### src/rtl/seg_pkg.sv
// Shared types and helpers for the multiplexed 7-segment display block.
package seg_pkg;

    localparam int SEG_W      = 7;
    localparam int MAX_DIGITS = 32;

    typedef logic [SEG_W-1:0] seg_t;

    localparam seg_t SEG_BLANK = '0;

    typedef enum logic {
        GNT_A = 1'b0,
        GNT_B = 1'b1
    } grant_e;

    // Active-low one-hot digit enable; digit 0 is the leftmost, i.e. the MSB.
    function automatic logic [MAX_DIGITS-1:0] an_onehot_low(input int unsigned idx,
                                                            input int unsigned num_digits);
        logic [MAX_DIGITS-1:0] one;
        one = {{(MAX_DIGITS-1){1'b0}}, 1'b1};
        return ~(one << (num_digits - 1 - idx));
    endfunction

endpackage

### src/rtl/seg_wr_arbiter.sv
// Two-port round-robin arbiter for digit writes into the back frame buffer.
module seg_wr_arbiter
    import seg_pkg::*;
(
    input  logic   clk,
    input  logic   reset,
    input  logic   a_valid,
    input  logic   b_valid,
    output logic   a_ready,
    output logic   b_ready,
    output grant_e grant,
    output logic   xfer,
    output grant_e last_grant
);

    // Handshake: ready is combinational, never asserts without its valid, and a
    // transfer happens on the edge where valid && ready; on contention the
    // port not granted last wins, and the history only moves on a transfer.
    grant_e last_grant_q, last_grant_d;

    always_comb begin
        a_ready      = a_valid && (!b_valid || last_grant_q == GNT_B);
        b_ready      = b_valid && (!a_valid || last_grant_q == GNT_A);
        grant        = b_ready ? GNT_B : GNT_A;
        xfer         = a_ready || b_ready;
        last_grant_d = xfer ? grant : last_grant_q;
    end

    always_ff @(posedge clk or posedge reset) begin
        if (reset) begin
            last_grant_q <= GNT_B;
        end else begin
            last_grant_q <= last_grant_d;
        end
    end

    assign last_grant = last_grant_q;

endmodule

### src/rtl/seg_display_arbiter.sv
// Shared 7-segment display: arbitrated writes into a back buffer, tear-free
// commit to the front buffer at frame wrap, and a prescaled digit scanner.
module seg_display_arbiter
    import seg_pkg::*;
#(
    parameter int NUM_DIGITS = 7,
    parameter int SCAN_DIV   = 4,
    parameter int IDX_W      = 3
) (
    input  logic                  clk,
    input  logic                  reset,
    input  logic                  en,
    input  logic                  a_valid,
    output logic                  a_ready,
    input  logic [IDX_W-1:0]      a_idx,
    input  logic [SEG_W-1:0]      a_seg,
    input  logic                  b_valid,
    output logic                  b_ready,
    input  logic [IDX_W-1:0]      b_idx,
    input  logic [SEG_W-1:0]      b_seg,
    input  logic                  commit,
    output logic                  commit_pend,
    output logic                  frame_start,
    output logic                  wr_err,
    output logic [SEG_W-1:0]      seg,
    output logic [NUM_DIGITS-1:0] an
);

    localparam int CNT_W = (SCAN_DIV > 1) ? $clog2(SCAN_DIV) : 1;

    grant_e grant;
    grant_e last_grant_unused;
    logic   xfer;

    seg_wr_arbiter u_arb (
        .clk        (clk),
        .reset      (reset),
        .a_valid    (a_valid),
        .b_valid    (b_valid),
        .a_ready    (a_ready),
        .b_ready    (b_ready),
        .grant      (grant),
        .xfer       (xfer),
        .last_grant (last_grant_unused)
    );

    seg_t [NUM_DIGITS-1:0] front_q, front_d;
    seg_t [NUM_DIGITS-1:0] back_q, back_d;
    seg_t [NUM_DIGITS-1:0] src;
    logic [CNT_W-1:0]      cnt_q, cnt_d;
    logic [IDX_W-1:0]      idx_q, idx_d;
    logic                  active_q, active_d;
    logic                  commit_pend_q, commit_pend_d;
    logic                  frame_start_q, frame_start_d;
    logic                  wr_err_q, wr_err_d;
    seg_t                  seg_q, seg_d;
    logic [NUM_DIGITS-1:0] an_q, an_d;
    logic [MAX_DIGITS-1:0] an_full;
    logic                  an_unused;

    logic [IDX_W-1:0] w_idx;
    seg_t             w_seg;
    logic             in_range;
    logic             tick, wrap, swap, load;

    assign w_idx    = (grant == GNT_B) ? b_idx : a_idx;
    assign w_seg    = (grant == GNT_B) ? b_seg : a_seg;
    assign in_range = ({1'b0, w_idx} < (IDX_W+1)'(NUM_DIGITS));

    assign tick = active_q && (cnt_q == CNT_W'(SCAN_DIV - 1));
    assign wrap = tick && (idx_q == IDX_W'(NUM_DIGITS - 1));
    // While blanked there is no frame to tear, so a pending commit lands at once.
    assign swap = commit_pend_q && (en ? wrap : 1'b1);
    // A digit loaded on the swap edge must already show the new frame.
    assign src  = swap ? back_q : front_q;

    always_comb begin
        cnt_d         = cnt_q;
        idx_d         = idx_q;
        active_d      = active_q;
        seg_d         = seg_q;
        an_d          = an_q;
        frame_start_d = 1'b0;
        load          = 1'b0;
        an_full       = '1;

        if (!en) begin
            cnt_d    = '0;
            idx_d    = '0;
            active_d = 1'b0;
            seg_d    = SEG_BLANK;
            an_d     = '1;
        end else if (!active_q) begin
            active_d      = 1'b1;
            cnt_d         = '0;
            idx_d         = '0;
            load          = 1'b1;
            frame_start_d = 1'b1;
        end else if (tick) begin
            cnt_d         = '0;
            idx_d         = wrap ? '0 : idx_q + 1'b1;
            load          = 1'b1;
            frame_start_d = wrap;
        end else begin
            cnt_d = cnt_q + 1'b1;
        end

        if (load) begin
            an_full = an_onehot_low(32'(idx_d), NUM_DIGITS);
            seg_d   = src[idx_d];
            an_d    = an_full[NUM_DIGITS-1:0];
        end
    end

    assign an_unused = ^an_full[MAX_DIGITS-1:NUM_DIGITS];

    // Front copies the pre-write back contents, so a same-edge write stays in back.
    always_comb begin
        back_d        = back_q;
        front_d       = front_q;
        wr_err_d      = xfer && !in_range;
        commit_pend_d = commit || (commit_pend_q && !swap);
        if (xfer && in_range) begin
            back_d[w_idx] = w_seg;
        end
        if (swap) begin
            front_d = back_q;
        end
    end

    always_ff @(posedge clk or posedge reset) begin
        if (reset) begin
            front_q       <= '0;
            back_q        <= '0;
            cnt_q         <= '0;
            idx_q         <= '0;
            active_q      <= 1'b0;
            commit_pend_q <= 1'b0;
            frame_start_q <= 1'b0;
            wr_err_q      <= 1'b0;
            seg_q         <= SEG_BLANK;
            an_q          <= '1;
        end else begin
            front_q       <= front_d;
            back_q        <= back_d;
            cnt_q         <= cnt_d;
            idx_q         <= idx_d;
            active_q      <= active_d;
            commit_pend_q <= commit_pend_d;
            frame_start_q <= frame_start_d;
            wr_err_q      <= wr_err_d;
            seg_q         <= seg_d;
            an_q          <= an_d;
        end
    end

    assign commit_pend = commit_pend_q;
    assign frame_start = frame_start_q;
    assign wr_err      = wr_err_q;
    assign seg         = seg_q;
    assign an          = an_q;

endmodule
### config.mk
export PLATFORM = sky130hd
export DESIGN_NAME = seg_display_arbiter
export DESIGN_NICKNAME = d
export VERILOG_FILES = /design/src/rtl/seg_pkg.sv /design/src/rtl/seg_wr_arbiter.sv /design/src/rtl/seg_display_arbiter.sv
export SDC_FILE = /design/constraint.sdc
export NUM_CORES = 1
export LEC_CHECK = 0
export ABC_AREA = 1
export CAP_MARGIN = 25
export CORE_ASPECT_RATIO = 0.7
export CORE_MARGIN = 10
export CORE_UTILIZATION = 50
export CTS_CLUSTER_SIZE = 30
export DETAILED_ROUTE_END_ITERATION = 7
export GPL_ROUTABILITY_DRIVEN = 0
export GPL_TIMING_DRIVEN = 1
export PLACE_DENSITY = 0.7
export SLEW_MARGIN = 20
export SYNTH_ARGS = -nofsm -noshare
export SYNTH_HDL_FRONTEND = slang
export SYNTH_SLANG_ARGS = --single-unit
export TNS_END_PERCENT = 5
### constraint.sdc
create_clock -name clk -period 6.55 [get_ports clk]
set_clock_uncertainty 0.2 [all_clocks]
set_input_delay 1.31 -clock clk [delete_from_list [all_inputs] [get_ports clk]]
set_output_delay 1.31 -clock clk [all_outputs]
set_load 0.02 [all_outputs]
# [Yosys cells after proc, flatten, opt, wreduce, memory -nomap -nowiden]
# Cells that the tools add are included.
[word_totals] inputBits=26 reg_bits=122 output_inout_bits=19 wordCells=81
[classes] magnitude_cmp=4 reduce_logical=17 bitwise=2 n_addsub=3 n_mux=28 shift=1 n_eq_ne=3
[op_table] operator="bitwise mux 49 bit" n=1
[op_table] operator="two-way mux 49 bit" n=1
[op_table] operator="two-way mux 7 bit" n=7
[op_table] operator="left shift 1 x 32 -> 7 bit, first input constant" n=1
[op_table] operator="binary-select mux 7 bit (select 3 bit)" n=1
[op_table] operator="demux 7 bit (select 3 bit)" n=1
[op_table] operator="two-way mux 3 bit" n=5
[op_table] operator="logical AND 1 bit" n=9
[op_table] operator="two-way mux 1 bit" n=9
[op_table] operator="less-than comparator 3 x 4 -> 1 bit, second input constant" n=2
[op_table] operator="NOT 7 bit" n=1
[op_table] operator="two-way mux 2 bit" n=3
[op_table] operator="zero test 1 bit" n=4
[op_table] operator="logical OR 1 bit" n=4
[op_table] operator="subtractor 3 x 3 -> 4 bit, first input constant" n=1
[op_table] operator="adder 3 x 1 -> 3 bit, second input constant" n=1
[op_table] operator="== test 3 bit, second input constant" n=1
[op_table] operator="greater-or-equal comparator 3 x 1 -> 1 bit, second input constant" n=1
[op_table] operator="less-than comparator 3 bit, second input constant" n=1
[op_table] operator="adder 2 x 1 -> 2 bit, second input constant" n=1
[op_table] operator="== test 2 bit, second input constant" n=1
[op_table] operator="!= test 2 x 1 -> 1 bit, second input constant" n=1
[op_table] operator="NOT 1 bit" n=1

# [Depth between registers and ports, before layout]
# Gate-level depths: netlist of the first run.
[logic_depth] depth_word=11 mapped_depth=17 mapped_depth_nobuf=16

# [Hierarchy]
# A second synthesis of the first run with hierarchy kept.
[hier_totals] cells_unflattened=720 hier_area_um2=5790.6
[by_module_without_submodules] module="seg_display_arbiter" area_per_inst_um2=5718.0 cells_each=709 seq_area_each_um2=3036.7 n_inst=1
[by_module_without_submodules] module="seg_wr_arbiter" area_per_inst_um2=72.6 cells_each=11 seq_area_each_um2=26.3 n_inst=1

# [Worst setup path before layout of the first run]
# No wires, ideal clock.
[synth_path] kind="input -> output" from="in a_valid" to="out a_ready" n_path_buf=0 t_required_ns=5.040 slack_ns=3.358 arrival_ns=1.682 path_stages=2 cell_sequence="inv_1 a21oi_1"
[synth_between] elab_chain_len=1
[synth_lines] element="start, declared" line_no="seg_display_arbiter.sv:13" rtl="input logic a_valid,"
[synth_lines] element="logical AND 1 bit" line_no="seg_wr_arbiter.sv:22" rtl="a_ready = a_valid && (!b_valid || last_grant_q == GNT_B);"
[synth_lines] element="end, declared" line_no="seg_display_arbiter.sv:14" rtl="output logic a_ready,"
# Every way passes these cells.

# [Final worst setup path of the first run]
[layout_path] from="in b_valid" to="out b_ready"
[layout_between] elab_chain_len=1
[layout_lines] element="start, declared" line_no="seg_display_arbiter.sv:17" rtl="input logic b_valid,"
[layout_lines] element="logical AND 1 bit" line_no="seg_wr_arbiter.sv:23" rtl="b_ready = b_valid && (!a_valid || last_grant_q == GNT_A);"
[layout_lines] element="end, declared" line_no="seg_display_arbiter.sv:18" rtl="output logic b_ready,"
# Every way passes these cells.

==> reports/results.ini, run 1 <==
[power_and_ir_drop]
p_per_area_nw_per_um2 = 352
ir_worst_vdd_mv = 0.207
p_leak_uw = 0.00340

[final_layout]
finalNetCount = 733
drive_gt1_share_pct = 7.27
regArea_um2 = 3060
multi_input_area_um2 = 2200
fillerInstances = 971
syn2layout_area_growth_pct = 19.4
antenna_cells = 0

[setup_path]
worst_path_max_delay_cell = clkdlybuf4s50_1
startpoint = b_valid
crit_fanout = 11
cp.required_ns = 5.04
cp_data_arrival_time_ns = 2.97
rr_startpoint = cnt_q[0]$_DFF_PP0_
r2r_slack_ns = 3.46
start_kind = primary input
r2r_cells = 14
critPathMaxStageDelay_ns = 0.63
r2r-end = an[6]$_DFFE_PP1P_
crit_type = in2out
critPathTopFamily = buffers and inverters
path_cells = clkdlybuf4s50_1 > nand2_1 > inv_2 > clkdlybuf4s50_1
critPathCaptureType = output pin
critPathBufInv = 3
crit_top_cell = clkdlybuf4s50_1

[sta]
slew_headroom_pct = 32.4
rsz0062_at_grt = no
finalMaxSlewViolations = 0
final-setup-viol-count = 0
hold_viol_final = 0
tightest_slew_ns = 0.985
max_clock_freq_ghz = 0.223
timing.setup.tns_ns = 0
fin_crit_ns = 4.48
post-route-period-util_pct = 68.4
hold_slack_ns = 0.237
fin_ws_ns = 2.07

[global_route]
grt-ovfl-total = 0
antenna_found_initial = 0
grt_pass1_wl_mm = 22.9
grt_use_total_pct = 17.9
grt_max_degree = 79
first_global_vias = 4461

[clocking]
cts_setup_buffers = 0
cts_tree = built
post_cts_resized = 0
clkTransAtPathRegs_ns = 0.05
cts.sinks = 122
hold_buffers = 0
clockBufferDepth = 2
clk_latency_ns = 0.42
htreeDepth = 4
root_buffer = clkbuf_16
cts_buffers = 17

[floorplanning]
row_count = 32
die_h_um = 109
core_area_um2 = 11100
io_pins = 45
die_w_um = 147
start_util_pct = 51.2
dieArea_um2 = 16000

[synthesis]
synth_xor_area_share_pct = 0.155
synth_top_cell_by_area = dfrtp_1
synth.top_cell.area_share_pct = 50.4
ys_seq_elements = 122
synth_compound_area_share_pct = 7.20
ys_types = 28
postSynthAreaPerCell_um2 = 8.50
synth_fp_nets = 696
syn_area_um2 = 5660
synthAdderAreaFrac_pct = 0.884
yosys-top-cells-area = dfrtp_1, nand2_1, nand3_1
synth_ff_type = dfrtp_1
async_reset_ff_share_pct = 100
yosysWarnings = 0
synth_edf_count = 0
synth_mux_area_share_pct = 1.24
syn_inst = 666
synthSimpleGateAreaFrac_pct = 29.2
ys_seq_area_share_pct = 54.1
synth_top_family_by_area = simple AND/OR/NAND/NOR gates

[detailed_routing]
drtIter0Drc = 361
drc_errors = 0
routed_wl_mm = 13.6
wl_per_cell_um = 15.6
vias = 4506
first_pass_iters = 5
postRouteAntennaNets = 0
avgViaCountPerCell = 5.19

[hold_path]
hold_path.class = reg2reg
min_from = cnt_q[0]$_DFF_PP0_
whs_path_depth = 1
holdPathEnd = cnt_q[0]$_DFF_PP0_

[placed_design]
port_buffers = 44
place_ws_ns = 2.05
hpwl_mm = 8.72

[flow_run]
cap_violations = 0

[run_status]
status = completed

## metrics by stage
step | util (%) | cells | total power (µW) | cell area, µm²
global route | 61.2 | 868 | 2520 | 6760
detailed placement | 55.8 | 835 | 1490 | 6160
global placement | 55.8 | 835 | 1470 | 6160
floorplan | - | 666 | 1360 | 5660
finish | 61.2 | 868 | 2380 | 6760
CTS | 60.8 | 866 | 2390 | 6720
## placed cells by master (no fill, tap or decap), drive strengths merged, types with 2 or more instances in the layout
master,n
clkdlybuf4s50,44
ha,4
buf,6
clkbuf,21
dfrtp,114
a21oi,17
mux2i,7
nand3,89
nor2,20
o21ai,58
nand2,187
or2,3
inv,63
and2,30
clkinv,8
nand3b,29
bufinv,2
dfstp,8
## per-layer routing
layer / track usage [%] / wire [µm] / vias to the layer above
met1: 24.5 / 6700 / 2118
met3: 6.13 / 927 / 20
met5: 0 / 0 / -
met2: 26.2 / 5750 / 145
li1: - / - / 2223
met4: 5.78 / 181 / 0
## layout make-up
| type | count | area share, % |
|---|---|---|
| Clock buffer | 21 | 6.81 |
| Clock inverter | 10 | 1.48 |
| Inverter | 63 | 3.54 |
| Multi-Input combinational cell | 449 | 32.5 |
| Sequential cell | 122 | 45.3 |
| Tap cell | 153 | 2.83 |
| Timing Repair Buffer | 50 | 7.48 |
## Yosys cell counts, types with 2 or more instances
master,n
dfrtp_1,114
or2_1,2
nor2_1,20
nand2_1,186
a21oi_1,17
ha_1,4
o21ai_2,3
buf_6,2
buf_2,17
inv_2,3
dfstp_2,8
o21ai_0,49
o21ai_1,6
buf_4,4
clkbuf_1,8
mux2i_1,7
nand3_1,89
nand3b_1,29
inv_1,60
and2_1,30
## how the worst max path moves through the flow
stage,cells past startpoint,end,slack [ns]
floorplan,1,active_q$_DFF_PP0_,1.81
global placement,4,b_ready,2.12
detailed placement,16,an[6]$_DFFE_PP1P_,2.05
CTS,4,b_ready,2.06
global route,4,b_ready,1.92
finish,4,b_ready,2.07
## power breakdown
| part | internal (µW) | switching (µW) | total [µW] |
|---|---|---|---|
| Sequential | 954 | 81.1 | 1040 |
| Clock | 571 | 321 | 892 |
| Combinational | 189 | 260 | 449 |
| Total | 1710 | 662 | 2380 |
## cell families (layout without fill, tap and decap cells)
group | after synthesis | in the layout
AND/OR/NAND/NOR | 359 | 359
flip-flops | 122 | 122
buffers and inverters | 95 | 144
AO/OA/AOI/OAI | 78 | 78
multiplexers | 7 | 7
adder cells (fa/ha/maj) | 4 | 4
XOR/XNOR | 1 | 1
## worst reg2reg max path, stage by stage (launching register included)
cell and delay (ns):
dfrtp_1 0.38, ha_1 0.21, inv_1 0.11, nand2_1 0.22, nand2_1 0.14, nand2_2 0.36, inv_2 0.52, ha_1 0.25
nand3_1 0.08, nand2_1 0.16, nand2_1 0.10, inv_1 0.10, nand2_1 0.05, o21ai_0 0.07, inv_1 0.06
## sequential cells by signal (all words and copies together), names as in the netlist
signal	flops
front_q	49
wr_err	1
cnt_q	2
idx_q	3
back_q	49
an	7
frame_start	1
seg	7
active_q	1
commit_pend	1
u_arb.last_grant	1
(Power assumes the default switching activity.)
==> inputs of run 2 (changes only) <==
PLACE_DENSITY = 0.73   (was 0.7)
clock period = 3.9 ns   (was 6.55 ns; I/O delays follow)
==> run 2 against run 1 <==
Against the previous run:
- utilization is 1.1 points higher
- total power is 78% higher
- non-clock buffer count is 7 higher
- hold slack better by 0.0030 ns
- sequential cell count stayed put
- combinational power is 74% higher
- cell area is 1.9% higher
- sequential power is 69% higher
- critical path type unchanged
- highest routed layer unchanged
==> reports/results.ini, run 2 (synthesis results as in run 1) <==
[run_status]
status = completed  ; unchanged

[floorplanning]
die_w_um = 147  ; unchanged
dieArea_um2 = 16000  ; unchanged
start_util_pct = 51.2  ; unchanged
row_count = 32  ; unchanged
core_area_um2 = 11100  ; unchanged
io_pins = 45  ; unchanged
die_h_um = 109  ; unchanged

[clocking]
cts_setup_buffers = 0  ; unchanged
post_cts_resized = 0  ; unchanged
clk_latency_ns = 0.42  ; about the same
hold_buffers = 0  ; unchanged
clkTransAtPathRegs_ns = 0.05  ; about the same
root_buffer = clkbuf_16  ; unchanged
cts_buffers = 17  ; unchanged
htreeDepth = 4  ; unchanged
cts.sinks = 122  ; unchanged
clockBufferDepth = 2  ; unchanged
cts_tree = built  ; unchanged

[hold_path]
hold_path.class = reg2reg  ; unchanged
min_from = cnt_q[0]$_DFF_PP0_  ; unchanged
whs_path_depth = 1  ; unchanged
holdPathEnd = cnt_q[0]$_DFF_PP0_  ; unchanged

[final_layout]
drive_gt1_share_pct = 8.58  ; was 7.27%
utilization_pct = 62.3  ; was 61.2%
layout_commonest_cell = nand2_1  ; unchanged
antenna_cells = 0  ; unchanged
syn2layout_area_growth_pct = 21.6  ; was 19.4%
fin_area_um2 = 6880  ; was 6760 µm²
finalNetCount = 740  ; was 733
reg_top3 = back_q x49, front_q x49  ; unchanged
layout_common_cells = nand2_1, dfrtp_1, nand3_1  ; unchanged

[placed_design]
hpwl_mm = 10.0  ; was 8.72 mm
port_buffers = 44  ; unchanged
placed_area_um2 = 6240  ; was 6160 µm²

[power_and_ir_drop]
p_leak_uw = 0.00344  ; was 0.00340 µW
ir_worst_vdd_mv = 0.374  ; was 0.207 mV
p_per_area_nw_per_um2 = 616  ; was 352 nW/µm²

[setup_path]
cp.required_ns = 2.92  ; was 5.04 ns
r2r-end = an[6]$_DFFE_PP1P_  ; unchanged
crit_type = in2out  ; unchanged
r2r_slack_ns = 1.41  ; was 3.46 ns
start_kind = primary input  ; unchanged
r2r_cells = 13  ; was 14
critPathCaptureType = output pin  ; unchanged
cp_data_arrival_time_ns = 2.10  ; was 2.97 ns
crit_fanout = 3  ; was 11
rr_startpoint = idx_q[0]$_DFF_PP0_  ; was cnt_q[0]$_DFF_PP0_

[flow_run]
cap_violations = 0  ; unchanged

[detailed_routing]
postRouteAntennaNets = 0  ; unchanged
drtIter0Drc = 371  ; was 361
routed_wl_mm = 14.9  ; was 13.6 mm
vias = 4693  ; was 4506
drc_errors = 0  ; unchanged
first_pass_iters = 5  ; unchanged
avgViaCountPerCell = 5.36  ; was 5.19
wl_per_cell_um = 17.0  ; was 15.6 µm

[sta]
fin_crit_ns = 3.08
final-setup-viol-count = 0  ; unchanged
slew_headroom_pct = 29.1  ; was 32.4%
tightest_slew_ns = 1.03  ; was 0.985 ns
finalMaxSlewViolations = 0  ; unchanged
rsz0062_at_grt = no  ; unchanged
timing.setup.tns_ns = 0  ; unchanged
max_clock_freq_ghz = 0.325
hold_viol_final = 0  ; unchanged
hold_slack_ns = 0.240  ; was 0.237 ns
post-route-period-util_pct = 78.9

[global_route]
grt_use_total_pct = 19.7  ; was 17.9%
grt-ovfl-total = 0  ; unchanged
grt_pass1_wl_mm = 25.0  ; was 22.9 mm
antenna_found_initial = 0  ; unchanged
grt_max_degree = 75  ; was 79
first_global_vias = 4743  ; was 4461

run 2: per-stage QoR:
stage	total power, µW	setup WS [ns]	instances
after floorplan	2280	1.43	666
after global placement	2510	0.660	844
after detailed placement	2550	0.582	844
after CTS	4250	0.805	876
after global routing	4480	0.687	876
final	4240	0.825	876
run 2: layer usage:
metal	up-vias	GRT usage (%)	share of wire [%]
met5	-	0	0
met4	0	6.28	1.6
met3	21	5.96	9.5
met2	201	28.4	42
met1	2232	27.9	46
li1	2239	-	-
run 2: critical path: stages:
cell and delay [ns]:
clkdlybuf4s50_1 0.50, inv_1 0.07, a21oi_1 0.12, clkdlybuf4s50_1 0.63
run 2: final cells by class:
class	count	area, µm²
Timing Repair Buffer	57	551
Clock inverter	15	214
Sequential cell	122	3060
Inverter	63	240
Multi-Input combinational cell	449	2200
Fill cell	981	4170
Clock buffer	17	425
Tap cell	153	191
run 2: worst max path at each step:
| stage | from | slack, ns | cells past startpoint | end |
|---|---|---|---|---|
| final | a_valid | 0.82 | 4 | a_ready |
| after global routing | en | 0.69 | 16 | an[6]$_DFFE_PP1P_ |
| after CTS | a_valid | 0.81 | 4 | a_ready |
| after detailed placement | en | 0.58 | 16 | an[6]$_DFFE_PP1P_ |
| after global placement | en | 0.66 | 16 | an[6]$_DFFE_PP1P_ |
| after floorplan | reset | 1.43 | 1 | active_q$_DFF_PP0_ |
run 2: report_power, final:
| part | switching (µW) | total, µW | internal [µW] |
|---|---|---|---|
| Clock | 614 | 1700 | 1080 |
| Sequential | 158 | 1760 | 1600 |
| Combinational | 461 | 783 | 321 |
| Total | 1230 | 4240 | 3010 |
==> inputs of run 3 (changes only) <==
PLACE_DENSITY = 0.7   (was 0.73)
clock period = 2.9 ns   (was 3.9 ns; I/O delays follow)
==> run 3 against run 2 <==
Against the previous run:
- non-clock buffer count grew 10
- sequential share of layout area shrank 1.0 points
- via count shrank 0.79%
- critical endpoint is now b_ready
==> reports/results.ini, run 3 (synthesis results as in run 1) <==
[run_status]
status = completed  ; unchanged

[flow_run]
cap_violations = 0  ; unchanged

[placed_design]
hpwl_mm = 9.74  ; was 10.0 mm
port_buffers = 44  ; unchanged

[clocking]
post_cts_resized = 0  ; unchanged
clk_latency_ns = 0.41  ; was 0.42 ns
cts_setup_buffers = 0  ; unchanged
clockBufferDepth = 2  ; unchanged
root_buffer = clkbuf_16  ; unchanged
htreeDepth = 4  ; unchanged
cts_buffers = 17  ; unchanged
cts.sinks = 122  ; unchanged
clkTransAtPathRegs_ns = 0.06  ; was 0.05 ns
cts_tree = built  ; unchanged
hold_buffers = 0  ; unchanged

[detailed_routing]
postRouteAntennaNets = 0  ; unchanged
first_pass_iters = 5  ; unchanged
drc_errors = 0  ; unchanged
avgViaCountPerCell = 5.26  ; was 5.36
routed_wl_mm = 14.5  ; was 14.9 mm
wl_per_cell_um = 16.4  ; was 17.0 µm
vias = 4656  ; was 4693
drtIter0Drc = 343  ; was 371

[final_layout]
drive_gt1_share_pct = 9.69  ; was 8.58%
finalNetCount = 750  ; was 740
layout_commonest_cell = nand2_1  ; unchanged
layout_common_cells = nand2_1, dfrtp_1, nand3_1  ; unchanged
antenna_cells = 0  ; unchanged
reg_top3 = back_q x49, front_q x49  ; unchanged
syn2layout_area_growth_pct = 24.4  ; was 21.6%

[setup_path]
rr_startpoint = idx_q[0]$_DFF_PP0_  ; unchanged
cp_data_arrival_time_ns = 1.92  ; was 2.10 ns
critPathCaptureType = output pin  ; unchanged
crit_fanout = 4  ; was 3
r2r-end = an[1]$_DFFE_PP1P_  ; was an[6]$_DFFE_PP1P_
startpoint = b_valid  ; was a_valid
critPathBufInv = 3  ; unchanged
start_kind = primary input  ; unchanged
r2r_cells = 9  ; was 13
critPathTopFamily = buffers and inverters  ; unchanged
critPathMaxStageDelay_ns = 0.63  ; about the same
worst_path_max_delay_cell = clkdlybuf4s50_1  ; unchanged
path_cells = clkdlybuf4s50_1 > nand2_1 > inv_2 > clkdlybuf4s50_1  ; was clkdlybuf4s50_1 > inv_1 > a21oi_1 > clkdlybuf4s50_1
crit_type = in2out  ; unchanged
cp.required_ns = 2.12  ; was 2.92 ns
r2r_slack_ns = 0.41  ; was 1.41 ns
crit_top_cell = clkdlybuf4s50_1  ; unchanged

[floorplanning]
start_util_pct = 51.2  ; unchanged
row_count = 32  ; unchanged
io_pins = 45  ; unchanged
die_h_um = 109  ; unchanged
core_area_um2 = 11100  ; unchanged
dieArea_um2 = 16000  ; unchanged
die_w_um = 147  ; unchanged

[power_and_ir_drop]
p_leak_uw = 0.00353  ; was 0.00344 µW
p_per_area_nw_per_um2 = 816  ; was 616 nW/µm²
ir_worst_vdd_mv = 0.484  ; was 0.374 mV

[sta]
max_clock_freq_ghz = 0.370
finalMaxSlewViolations = 0  ; unchanged
slew_headroom_pct = 62.7  ; was 29.1%
hold_slack_ns = 0.240  ; about the same
post-route-period-util_pct = 93.2
tightest_slew_ns = 0.544  ; was 1.03 ns
fin_crit_ns = 2.70
hold_viol_final = 0  ; unchanged
final-setup-viol-count = 0  ; unchanged
timing.setup.tns_ns = 0  ; unchanged
rsz0062_at_grt = no  ; unchanged

[global_route]
first_global_vias = 4688  ; was 4743
antenna_found_initial = 0  ; unchanged
grt_max_degree = 51  ; was 75
grt_use_total_pct = 19.0  ; was 19.7%
grt-ovfl-total = 0  ; unchanged
grt_pass1_wl_mm = 24.3  ; was 25.0 mm

[hold_path]
whs_path_depth = 1  ; unchanged
hold_path.class = reg2reg  ; unchanged
holdPathEnd = cnt_q[0]$_DFF_PP0_  ; unchanged
min_from = cnt_q[0]$_DFF_PP0_  ; unchanged

run 3: cell types whose count changed in the layout (fill, tap and decap cells not counted), sizes merged:
cell	previous run	this run
buf	13	23
inv	67	62
clkbuf	17	21
bufinv	4	5
clkinv	4	3
clkinvlp	3	4
run 3: area by class of cell:
type	count	area, µm²
fill	926	4010
sequential	122	3060
multi-input combinational	449	2200
timing repair buffer	67	688
clock buffer	21	470
inverter	63	240
clock inverter	11	191
tap	153	191
run 3: how the worst max path moves through the flow:
| stage | end | slack, ns | cells after the start |
|---|---|---|---|
| final | b_ready | 0.20 | 4 |
| after global routing | b_ready | 0.13 | 4 |
| after CTS | b_ready | 0.21 | 4 |
| after detailed placement | back_q[32]$_DFFE_PP0P_ | 0.15 | 10 |
| after global placement | b_ready | 0.23 | 4 |
| after floorplan | active_q$_DFF_PP0_ | 0.63 | 1 |
run 3: where the power goes:
group | internal, µW | switching (µW)
clock | 1590 | 754
sequential | 2150 | 199
combinational | 451 | 598
run 3: through the flow:
stage	util, %	area, µm²	power (µW)	cells	worst slack, ns
detailed placement	57.7	6380	3410	854	0.148
floorplan	-	5670	3060	666	0.629
global placement	57.7	6380	3350	854	0.227
finish	63.7	7040	5750	886	0.198
global route	63.7	7040	6070	886	0.130
CTS	63.7	7040	5780	886	0.206
run 3: layer usage:
metal	track usage, %	wire length, µm	vias to the layer above
met5	0	0	-
met4	6.70	182	0
met3	5.26	891	16
met2	29.3	6620	136
met1	25.6	6800	2246
li1	-	-	2258
